<file path="src/rtl/ecc_pkg.sv">
// ecc_pkg -- shared definitions for the ECC host driver slice.
//   ECC_W            default operand/result width of the ECC core
//   ECC_TIMEOUT_DEF  default WAIT-cycle limit before a job is aborted
//   ecc_state_t      driver FSM states
//   ecc_ops_t        one job's operand set {a, prime, px, py, k}
package ecc_pkg;

  localparam int ECC_W           = 4;
  localparam int ECC_TIMEOUT_DEF = 255;

  typedef enum logic [1:0] {
    ST_IDLE  = 2'd0,
    ST_START = 2'd1,
    ST_WAIT  = 2'd2,
    ST_RESP  = 2'd3
  } ecc_state_t;

  typedef struct packed {
    logic [ECC_W-1:0] a;
    logic [ECC_W-1:0] prime;
    logic [ECC_W-1:0] px;
    logic [ECC_W-1:0] py;
    logic [ECC_W-1:0] k;
  } ecc_ops_t;

endpackage

</file>
<file path="src/rtl/ecc_edge_det.sv">
// ecc_edge_det -- rising-edge detector for the core's done signal.
//   i_clk    clock
//   i_rst_n  synchronous active-low reset (clears the delayed copy)
//   i_sig    level to watch
//   o_rise   high in the cycle where i_sig is 1 and was 0 the cycle before
// The delayed copy is updated every cycle regardless of the driver state, so a
// level that is already high when the driver starts waiting never looks like
// a fresh edge.
module ecc_edge_det (
  input  logic i_clk,
  input  logic i_rst_n,
  input  logic i_sig,
  output logic o_rise
);

  logic sig_q;

  always_ff @(posedge i_clk) begin
    if (!i_rst_n) begin
      sig_q <= 1'b0;
    end else begin
      sig_q <= i_sig;
    end
  end

  assign o_rise = i_sig & ~sig_q;

endmodule

</file>
<file path="src/rtl/ecc_host_driver.sv">
// ecc_host_driver -- host-side initiator for the ECC scalar-multiplication core.
// Takes one job on the request port, registers the operands, pulses the core's
// start, waits for a rising edge of the core's done, captures the result point
// and offers it on the response port.
//
// Handshakes: a transfer happens on a rising clock edge where valid and ready
// are both 1. Request: o_req_ready is high only in IDLE (and never while reset
// is asserted). Response: o_rsp_valid stays high with stable data until
// i_rsp_ready is seen; the two ports never transfer in the same cycle.
//
// Build option: define ECC_DRV_TIMEOUT_EN to add the WAIT timeout (counter,
// 2-cycle o_core_rst abort pulse, o_rsp_timeout flag). Without it WAIT waits
// forever and o_core_rst / o_rsp_timeout are tied 0.
//
// Ports:
//   i_clk, i_rst_n                 clock, synchronous active-low reset
//   i_req_valid / o_req_ready      request handshake
//   i_req_a .. i_req_k             job operands
//   o_core_start                   one-cycle start strobe to the core
//   o_core_a .. o_core_k           registered operands, held until next accept
//   o_core_rst                     active-high abort reset to the core
//   i_core_kpx, i_core_kpy         core result
//   i_core_done                    core completion (level or pulse)
//   o_rsp_valid / i_rsp_ready      response handshake
//   o_rsp_kpx, o_rsp_kpy           captured result
//   o_rsp_timeout                  job was aborted
//   o_busy                         FSM not in IDLE
//   o_job_cnt                      completed-response count (wraps)
//   o_dbg_state                    current FSM state for observation
module ecc_host_driver
  import ecc_pkg::*;
#(
  parameter int W              = ECC_W,
  parameter int TIMEOUT_CYCLES = ECC_TIMEOUT_DEF
) (
  input  logic         i_clk,
  input  logic         i_rst_n,
  input  logic         i_req_valid,
  output logic         o_req_ready,
  input  logic [W-1:0] i_req_a,
  input  logic [W-1:0] i_req_prime,
  input  logic [W-1:0] i_req_px,
  input  logic [W-1:0] i_req_py,
  input  logic [W-1:0] i_req_k,
  output logic         o_core_start,
  output logic [W-1:0] o_core_a,
  output logic [W-1:0] o_core_prime,
  output logic [W-1:0] o_core_px,
  output logic [W-1:0] o_core_py,
  output logic [W-1:0] o_core_k,
  output logic         o_core_rst,
  input  logic [W-1:0] i_core_kpx,
  input  logic [W-1:0] i_core_kpy,
  input  logic         i_core_done,
  output logic         o_rsp_valid,
  input  logic         i_rsp_ready,
  output logic [W-1:0] o_rsp_kpx,
  output logic [W-1:0] o_rsp_kpy,
  output logic         o_rsp_timeout,
  output logic         o_busy,
  output logic [7:0]   o_job_cnt,
  output ecc_state_t   o_dbg_state
);

  ecc_state_t state, state_next;
  logic       done_rise;
  logic       timeout_hit;
  logic       accept;
  logic       capture;

  ecc_edge_det u_done_edge (
    .i_clk   (i_clk),
    .i_rst_n (i_rst_n),
    .i_sig   (i_core_done),
    .o_rise  (done_rise)
  );

  assign accept  = (state == ST_IDLE) && i_req_valid;
  // An edge takes priority over a timeout landing in the same cycle.
  assign capture = (state == ST_WAIT) && done_rise;

  // Next state and handshake/strobe outputs.
  always_comb begin
    state_next   = state;
    o_req_ready  = 1'b0;
    o_core_start = 1'b0;
    o_rsp_valid  = 1'b0;
    case (state)
      ST_IDLE: begin
        // Gated with reset so nothing is offered while reset is held.
        o_req_ready = i_rst_n;
        if (i_req_valid) state_next = ST_START;
      end
      ST_START: begin
        o_core_start = 1'b1;
        state_next   = ST_WAIT;
      end
      ST_WAIT: begin
        if (done_rise || timeout_hit) state_next = ST_RESP;
      end
      ST_RESP: begin
        o_rsp_valid = 1'b1;
        if (i_rsp_ready) state_next = ST_IDLE;
      end
      default: state_next = ST_IDLE;
    endcase
  end

  always_ff @(posedge i_clk) begin
    if (!i_rst_n) begin
      state        <= ST_IDLE;
      o_core_a     <= '0;
      o_core_prime <= '0;
      o_core_px    <= '0;
      o_core_py    <= '0;
      o_core_k     <= '0;
      o_rsp_kpx    <= '0;
      o_rsp_kpy    <= '0;
      o_job_cnt    <= 8'd0;
    end else begin
      state <= state_next;
      if (accept) begin
        o_core_a     <= i_req_a;
        o_core_prime <= i_req_prime;
        o_core_px    <= i_req_px;
        o_core_py    <= i_req_py;
        o_core_k     <= i_req_k;
      end
      if (capture) begin
        o_rsp_kpx <= i_core_kpx;
        o_rsp_kpy <= i_core_kpy;
      end else if (timeout_hit) begin
        o_rsp_kpx <= '0;
        o_rsp_kpy <= '0;
      end
      if ((state == ST_RESP) && i_rsp_ready) begin
        o_job_cnt <= o_job_cnt + 8'd1;
      end
    end
  end

`ifdef ECC_DRV_TIMEOUT_EN
  // wait_cnt counts completed WAIT cycles; the abort fires in the WAIT cycle
  // that would bring it to TIMEOUT_CYCLES.
  localparam logic [7:0] TO_LAST = 8'(TIMEOUT_CYCLES - 1);

  logic [7:0] wait_cnt;
  logic [1:0] core_rst_cnt;
  logic       rsp_timeout_q;

  assign timeout_hit = (state == ST_WAIT) && !done_rise && (wait_cnt == TO_LAST);

  always_ff @(posedge i_clk) begin
    if (!i_rst_n) begin
      wait_cnt      <= 8'd0;
      core_rst_cnt  <= 2'd0;
      rsp_timeout_q <= 1'b0;
    end else begin
      if (state == ST_START) begin
        wait_cnt <= 8'd0;
      end else if (state == ST_WAIT) begin
        wait_cnt <= wait_cnt + 8'd1;
      end

      // Two-cycle abort pulse starting the cycle after the timeout.
      if (timeout_hit) begin
        core_rst_cnt <= 2'd2;
      end else if (core_rst_cnt != 2'd0) begin
        core_rst_cnt <= core_rst_cnt - 2'd1;
      end

      if (accept || capture) begin
        rsp_timeout_q <= 1'b0;
      end else if (timeout_hit) begin
        rsp_timeout_q <= 1'b1;
      end
    end
  end

  assign o_core_rst    = (core_rst_cnt != 2'd0);
  assign o_rsp_timeout = rsp_timeout_q;
`else
  assign timeout_hit   = 1'b0;
  assign o_core_rst    = 1'b0;
  assign o_rsp_timeout = 1'b0;
`endif

  assign o_busy      = (state != ST_IDLE);
  assign o_dbg_state = state;

endmodule
</file>
<file path="config.mk">
export PLATFORM = sky130hd
export DESIGN_NAME = ecc_host_driver
export DESIGN_NICKNAME = d
export VERILOG_FILES = /design/src/rtl/ecc_pkg.sv /design/src/rtl/ecc_edge_det.sv /design/src/rtl/ecc_host_driver.sv
export SDC_FILE = /design/constraint.sdc
export NUM_CORES = 1
export LEC_CHECK = 0
export CAP_MARGIN = 10
export CORE_ASPECT_RATIO = 2
export CORE_MARGIN = 1
export CORE_UTILIZATION = 39
export DETAILED_ROUTE_END_ITERATION = 7
export PLACE_DENSITY = 0.78
export SETUP_SLACK_MARGIN = 0.05
export SLEW_MARGIN = 10
export SYNTH_ARGS = -nofsm -noshare
export SYNTH_HDL_FRONTEND = slang
export SYNTH_HIERARCHICAL = 1
export SYNTH_SLANG_ARGS = --single-unit
</file>
<file path="constraint.sdc">
create_clock -name i_clk -period 1.6 [get_ports i_clk]
set_input_delay 0.24 -clock i_clk [delete_from_list [all_inputs] [get_ports i_clk]]
set_output_delay 0.24 -clock i_clk [all_outputs]
set_load 0.03 [all_outputs]
</file>
==> flow_summary_export.csv, run 1 <==
group,metric,value,unit
outcome,status,"completed",
synthesis,synth_warnings,6,
global_routing,grt_pass1_vias,1442,
pwr,peakVddDrop,0.00103,V
clock_tree,clk_pin_slew,0.07,ns
sta,max_freq,0.657,GHz
synthesis,ys_ff_latch,39,
pwr,total_power,3.60,mW
sta,finalSetupTns,0,ns
clock_tree,htree_levels,2,
synthesis,async_flop_share,0,
job,maxCapViolCount,0,
clock_tree,clockBufferDepth,2,
pwr,p_per_area,1410,nW/um^2
global_routing,grt_use_total,0.194,
sta,setup_violations,0,
sta,rsz0062_at_grt,"no",
clock_tree,cts_sinks,39,
drt,detail_route.first_pass.iterations,4,
global_routing,grt_pass1_wl,6030,um
setup_path,required,1.36,ns
setup_path,crit_slowest_cell,"clkdlybuf4s50_1",
drt,wl_per_cell,11.9,um
sta,holdWs,0.450,ns
die,initial_core_util,0.406,
drt,drtAntennaViolNets,0,
drt,viasPerCell,4.83,
place,dp_cells,314,
global_routing,antenna_found_initial,0,
setup_path,path_delay_family,"buffers and inverters",
clock_tree,cts_tree,"done",
clock_tree,cts_setup_buffers,0,
setup_path,cp-end-kind,"output port",
setup_path,cp_max_fo,2,
place,dpl_cell_area,2380,um^2
setup_path,worstPathBufferInverterCount,1,
die,die_w,46.5,um
die,io_pins,77,
layout,nets,308,
synthesis,seq_area_frac_synth,0.506,
layout,nFillCells,334,
clock_tree,cts_root_buf,"clkbuf_8",
die,chipHeight,91.0,um
sta,report.final.slew_viol_count,0,
min_path,hp-class,"reg2reg",
synthesis,synth_area,1540,um^2
drt,drt-initial-drc-count,14,
die,std_cell_rows,32,
pwr,p_leak,1.32,nW
setup_path,critical_path.startpoint_type,"flip-flop",
synthesis,ys_types,28,
global_routing,grt_max_degree,17,
place,port_buffers,74,
drt,drc,0,
synthesis,synth_edf_count,0,
sta,clock-skew-final,0.00746,ns
setup_path,crit_chain,"clkdlybuf4s50_1",
layout,antenna_cells,0,
die,core-area,3800,um^2
drt,via_count,1554,
die,dieArea,4230,um^2
layout,final_area,2550,um^2
clock_tree,cts_buffers,5,
layout,area_growth,65.3,%
drt,wl,3840,um
place,routabilityCongestion,0.815,
layout,final_cell_count_no_fill,322,
layout,drive_above_1_share,0.114,
setup_path,critPathKind,"reg2out",
sta,post-route-period-util,0.951,
setup_path,cp.arrival,1.28,ns
place,dp_hpwl,2940,um
synthesis,synth_area_per_cell,8.13,um^2
setup_path,slowest_delay,0.67,ns
global_routing,grt_overflow,0,
clock_tree,insertion_delay,0.29,ns
sta,final_hold_viol_count,0,
synthesis,synth-main-ff-cell,"dfxtp_1",
synthesis,synthCells,190,
sta,fin_crit,1.52,ns
==> where the power goes <==
part / switching (mW) / internal, mW / total, mW / leakage (nW)
registers: 0.0938 / 1.12 / 1.22 / 0.319
logic: 0.858 / 0.566 / 1.42 / 0.935
clock network: 0.334 / 0.623 / 0.957 / 0.0654
total: 1.29 / 2.31 / 3.60 / 1.32
==> cells by family (layout without fill, tap and decap cells) <==
group | count (synthesis) | in the layout | synth area share
buffers and inverters | 19 | 99 | 0.0519
adder cells (fa/ha/maj) | 5 | 5 | 0.0405
other | 1 | 2 | 0.00243
XOR/XNOR | 2 | 2 | 0.0113
flip-flops | 39 | 39 | 0.506
AO/OA/AOI/OAI | 43 | 43 | 0.147
AND/OR/NAND/NOR | 81 | 81 | 0.241
==> state kept, by name, summed over array words and instances, names as in the netlist <==
signal             cells
o_core_a               4
o_core_k               4
o_core_prime           4
o_core_px              4
o_core_py              4
o_dbg_state            2
o_job_cnt              8
o_rsp_kpx              4
o_rsp_kpy              4
u_done_edge/sig_q      1
==> synth_stat cells, types with 2 or more instances <==
library cell	instances	area, um^2
clkbuf_1	8	30.0
dfxtp_1	39	781
nand4_1	2	12.5
buf_4	2	15.0
nand2b_1	2	12.5
or3_2	2	15.0
a21oi_1	35	175
and2_1	2	12.5
inv_1	7	26.3
ha_1	5	62.6
nor2_1	3	11.3
nand2_1	53	199
or3_1	2	12.5
o21ai_0	4	20.0
nand3_1	11	55.1
==> final timing paths <==
path / start / endpoint / slack (ns) / cells past startpoint
setup / recovery: o_rsp_kpy[0] / o_rsp_kpy[0] / 0.08 / 1
hold / removal: o_rsp_kpx[0] / o_rsp_kpx[0] / 0.45 / 2
setup reg to reg: o_dbg_state[1] / o_job_cnt[7] / 0.18 / 4
hold reg to reg: o_rsp_kpx[0] / o_rsp_kpx[0] / 0.45 / 2
==> cell type report <==
cell class	instances	area, um^2	area share
Timing Repair Buffer	84	832	0.326
Sequential cell	39	786	0.308
Multi-Input combinational cell	133	712	0.279
Clock buffer	6	72.6	0.0284
Tap cell	51	63.8	0.0250
Clock inverter	2	60.1	0.0235
Inverter	7	26.3	0.0103
==> per-layer routing <==
metal  track usage  part of all wire  wire (um)
met5             0                 0          0
met4        0.0833             0.020         75
met3        0.0437             0.045        174
met2         0.366              0.58       2220
met1         0.174              0.36       1370
==> through the flow <==
stage / setup WS, ns / utilization
floorplan: 0.0629 / -
global placement: -0.00929 / 0.627
detailed placement: -0.0455 / 0.627
CTS: 0.0500 / 0.656
global route: 0.0515 / 0.671
finish: 0.0776 / 0.671
==> cell usage in the layout, fill, tap and decap left out, types with 4 or more instances in the layout <==
master           netlist  final
inv_1                  7      5
clkbuf_8               0      5
dlymetal6s2s_1         0     18
clkdlybuf4s50_1        0     34
o21ai_0                4      4
a21oi_1               35     35
nand2_1               53     53
dlygate4sd2_1          0     19
nand3_1               11     11
buf_4                  2     12
dfxtp_1               39     37
==> what timing repair did <==
item                                    CTS  global route
gates resized for setup                  22            22
hold buffers                              0             0
endpoints found under the setup margin   21            20
No activity file was read; power rests on OpenSTA's default activity.
==> run 2: changes to the inputs <==
--- a/config.mk
+++ b/config.mk
@@ -10,7 +10,8 @@
 export CORE_MARGIN = 1
 export CORE_UTILIZATION = 39
 export DETAILED_ROUTE_END_ITERATION = 7
-export PLACE_DENSITY = 0.78
+export PLACE_DENSITY = 0.82
+export RECOVER_POWER = 100
 export SETUP_SLACK_MARGIN = 0.05
 export SLEW_MARGIN = 10
 export SYNTH_ARGS = -nofsm -noshare
==> flow_summary_export.csv, run 2 (same netlist as run 1, synthesis figures left out) <==
group,metric,value,unit
setup_path,cp_common_cell,"inv_1",
die,io_pins,77,
drt,detail_route.first_pass.iterations,4,
global_routing,grt_pass1_wl,6430,um
drt,drc,0,
layout,final_common_cell,"nand2_1",
layout,nFillCells,382,
pwr,pwr-share-seq,0.387,
drt,viasPerCell,4.93,
global_routing,grt_max_degree,26,
sta,final_hold_viol_count,0,
layout,fin_util,0.605,
min_path,hp-class,"reg2reg",
drt,wl_per_cell,12.9,um
place,dp_hpwl,3120,um
pwr,p_sw,1.30,mW
setup_path,critPathKind,"reg2out",
clock_tree,cts_root_buf,"clkbuf_8",
clock_tree,insertion_delay,0.28,ns
global_routing,antenna_found_initial,0,
clock_tree,cts_tree,"done",
sta,post-route-period-util,0.934,
outcome,status,"completed",
sta,fin_crit,1.49,ns
clock_tree,hold_buffers,0,
pwr,clkPwrFrac,0.200,
sta,setup_violations,0,
layout,final_area,2300,um^2
global_routing,grt_pass1_vias,1520,
sta,report.final.slew_viol_count,0,
die,std_cell_rows,32,
drt,wl,4170,um
setup_path,required,1.36,ns
pwr,total_power,3.15,mW
pwr,p_sw_frac,0.411,
sta,rsz0062_at_grt,"yes",
setup_path,cp-end-kind,"output port",
sta,maxSlewHeadroom,0.646,
clock_tree,cts_buffers,5,
die,die_w,46.5,um
pwr,p_leak,0.915,nW
clock_tree,clk_pin_slew,0.07,ns
global_routing,grt_overflow,0,
layout,largest_reg_flops,8,
drt,drt-initial-drc-count,19,
sta,clock-skew-final,0.00397,ns
die,dieArea,4230,um^2
sta,finalSetupTns,0,ns
pwr,peakVddDrop,0.000889,V
job,maxCapViolCount,0,
place,port_buffers,74,
sta,tightest_slew,0.532,ns
drt,via_count,1592,
die,initial_core_util,0.406,
pwr,p_int,1.86,mW
die,core-area,3800,um^2
layout,nets,309,
clock_tree,clockBufferDepth,2,
clock_tree,cts_sinks,39,
layout,antenna_cells,0,
place,dpl_cell_area,2390,um^2
global_routing,grt_use_total,0.205,
setup_path,cp.arrival,1.25,ns
setup_path,crit_slowest_cell,"dfxtp_4",
pwr,comb_power_share,0.412,
layout,area_growth,48.9,%
die,chipHeight,91.0,um
layout,drive_above_1_share,0.103,
setup_path,critical_path.startpoint_type,"flip-flop",
layout,final_cell_mix,"nand2_1, dfxtp_1, a21oi_1, clkdlybuf4s50_1, clkbuf_1",
place,routabilityCongestion,0.835,
pwr,p_per_area,1370,nW/um^2
drt,drtAntennaViolNets,0,
setup_path,cp_max_fo,5,
clock_tree,cts_setup_buffers,0,
sta,max_freq,0.669,GHz
setup_path,crit_chain,"inv_1 -> ha_4 -> inv_1 -> nor2_1 -> buf_4",
layout,regMostFlops,"o_job_cnt",
clock_tree,htree_levels,2,
setup_path,slowest_delay,0.37,ns
[run 2: cell count changes in the layout (fill, tap and decap cells not counted), moves of 2 or more]
| cell | change |
|---|---|
| clkbuf_1 | +26 |
| dlymetal6s2s_1 | -18 |
| clkdlybuf4s50_1 | -4 |
| buf_4 | -3 |
| clkbuf_2 | +3 |
| dlygate4sd2_1 | -3 |
| bufinv_16 | -2 |
| dlygate4sd3_1 | +2 |
[run 2: area by class of cell]
cell class	count	area, um^2	share of cell area
inverters	7	26.3	0.0114
clock buffers	7	76.3	0.0332
clock inverters	1	5.00	0.00218
flip-flops and latches	39	786	0.342
well taps	51	63.8	0.0277
repair buffers	85	637	0.277
multi-input cells	133	706	0.307
[run 2: power groups by stage]
stage | logic [mW] | clock network [mW] | registers (mW)
after floorplan | 0.586 | 0 | 1.50
after global placement | 1.43 | 0 | 1.23
after detailed placement | 1.46 | 0 | 1.24
after CTS | 1.43 | 0.650 | 1.22
after global routing | 1.41 | 0.695 | 1.24
final | 1.30 | 0.632 | 1.22
[run 2: per-stage QoR]
step | instances | hold WS, ns | worst slack, ns
after floorplan | 191 | 0.362 | 0.0629
after global placement | 315 | 0.440 | -0.0120
after detailed placement | 315 | 0.448 | -0.0378
after CTS | 323 | 0.458 | 0.0464
after global routing | 323 | 0.480 | 0.0174
final | 323 | 0.455 | 0.106
[run 2: path summary, 6_finish.rpt]
check                           depth (start not counted)            start  slack [ns]         endpoint
worst max-delay path                                    5   o_dbg_state[0]        0.11      o_req_ready
worst max register to register                          4   o_dbg_state[1]        0.15     o_job_cnt[5]
worst min-delay path                                    2  o_core_prime[3]        0.45  o_core_prime[3]
worst min register to register                          2  o_core_prime[3]        0.45  o_core_prime[3]
[run 2: worst max-delay path, delay by kind of cell, from the launching register on]
family | cells | cell delay (ns)
adders and majority gates | 1 | 0.15
buffers and inverters | 3 | 0.35
DFF | 1 | 0.37
and+or+nand+nor | 1 | 0.10
[run 2: layer usage]
layer | GRT usage | vias to the layer above | wire [um]
met5 | 0 | - | 0
met4 | 0.100 | 0 | 127
met3 | 0.0338 | 10 | 169
met2 | 0.378 | 49 | 2350
met1 | 0.195 | 744 | 1520
li1 | - | 789 | -
[run 2: what timing repair did]
item / CTS / global route
pin swaps: 0 / 1
endpoints found under the setup margin: 18 / 25
gates resized for setup: 19 / 27
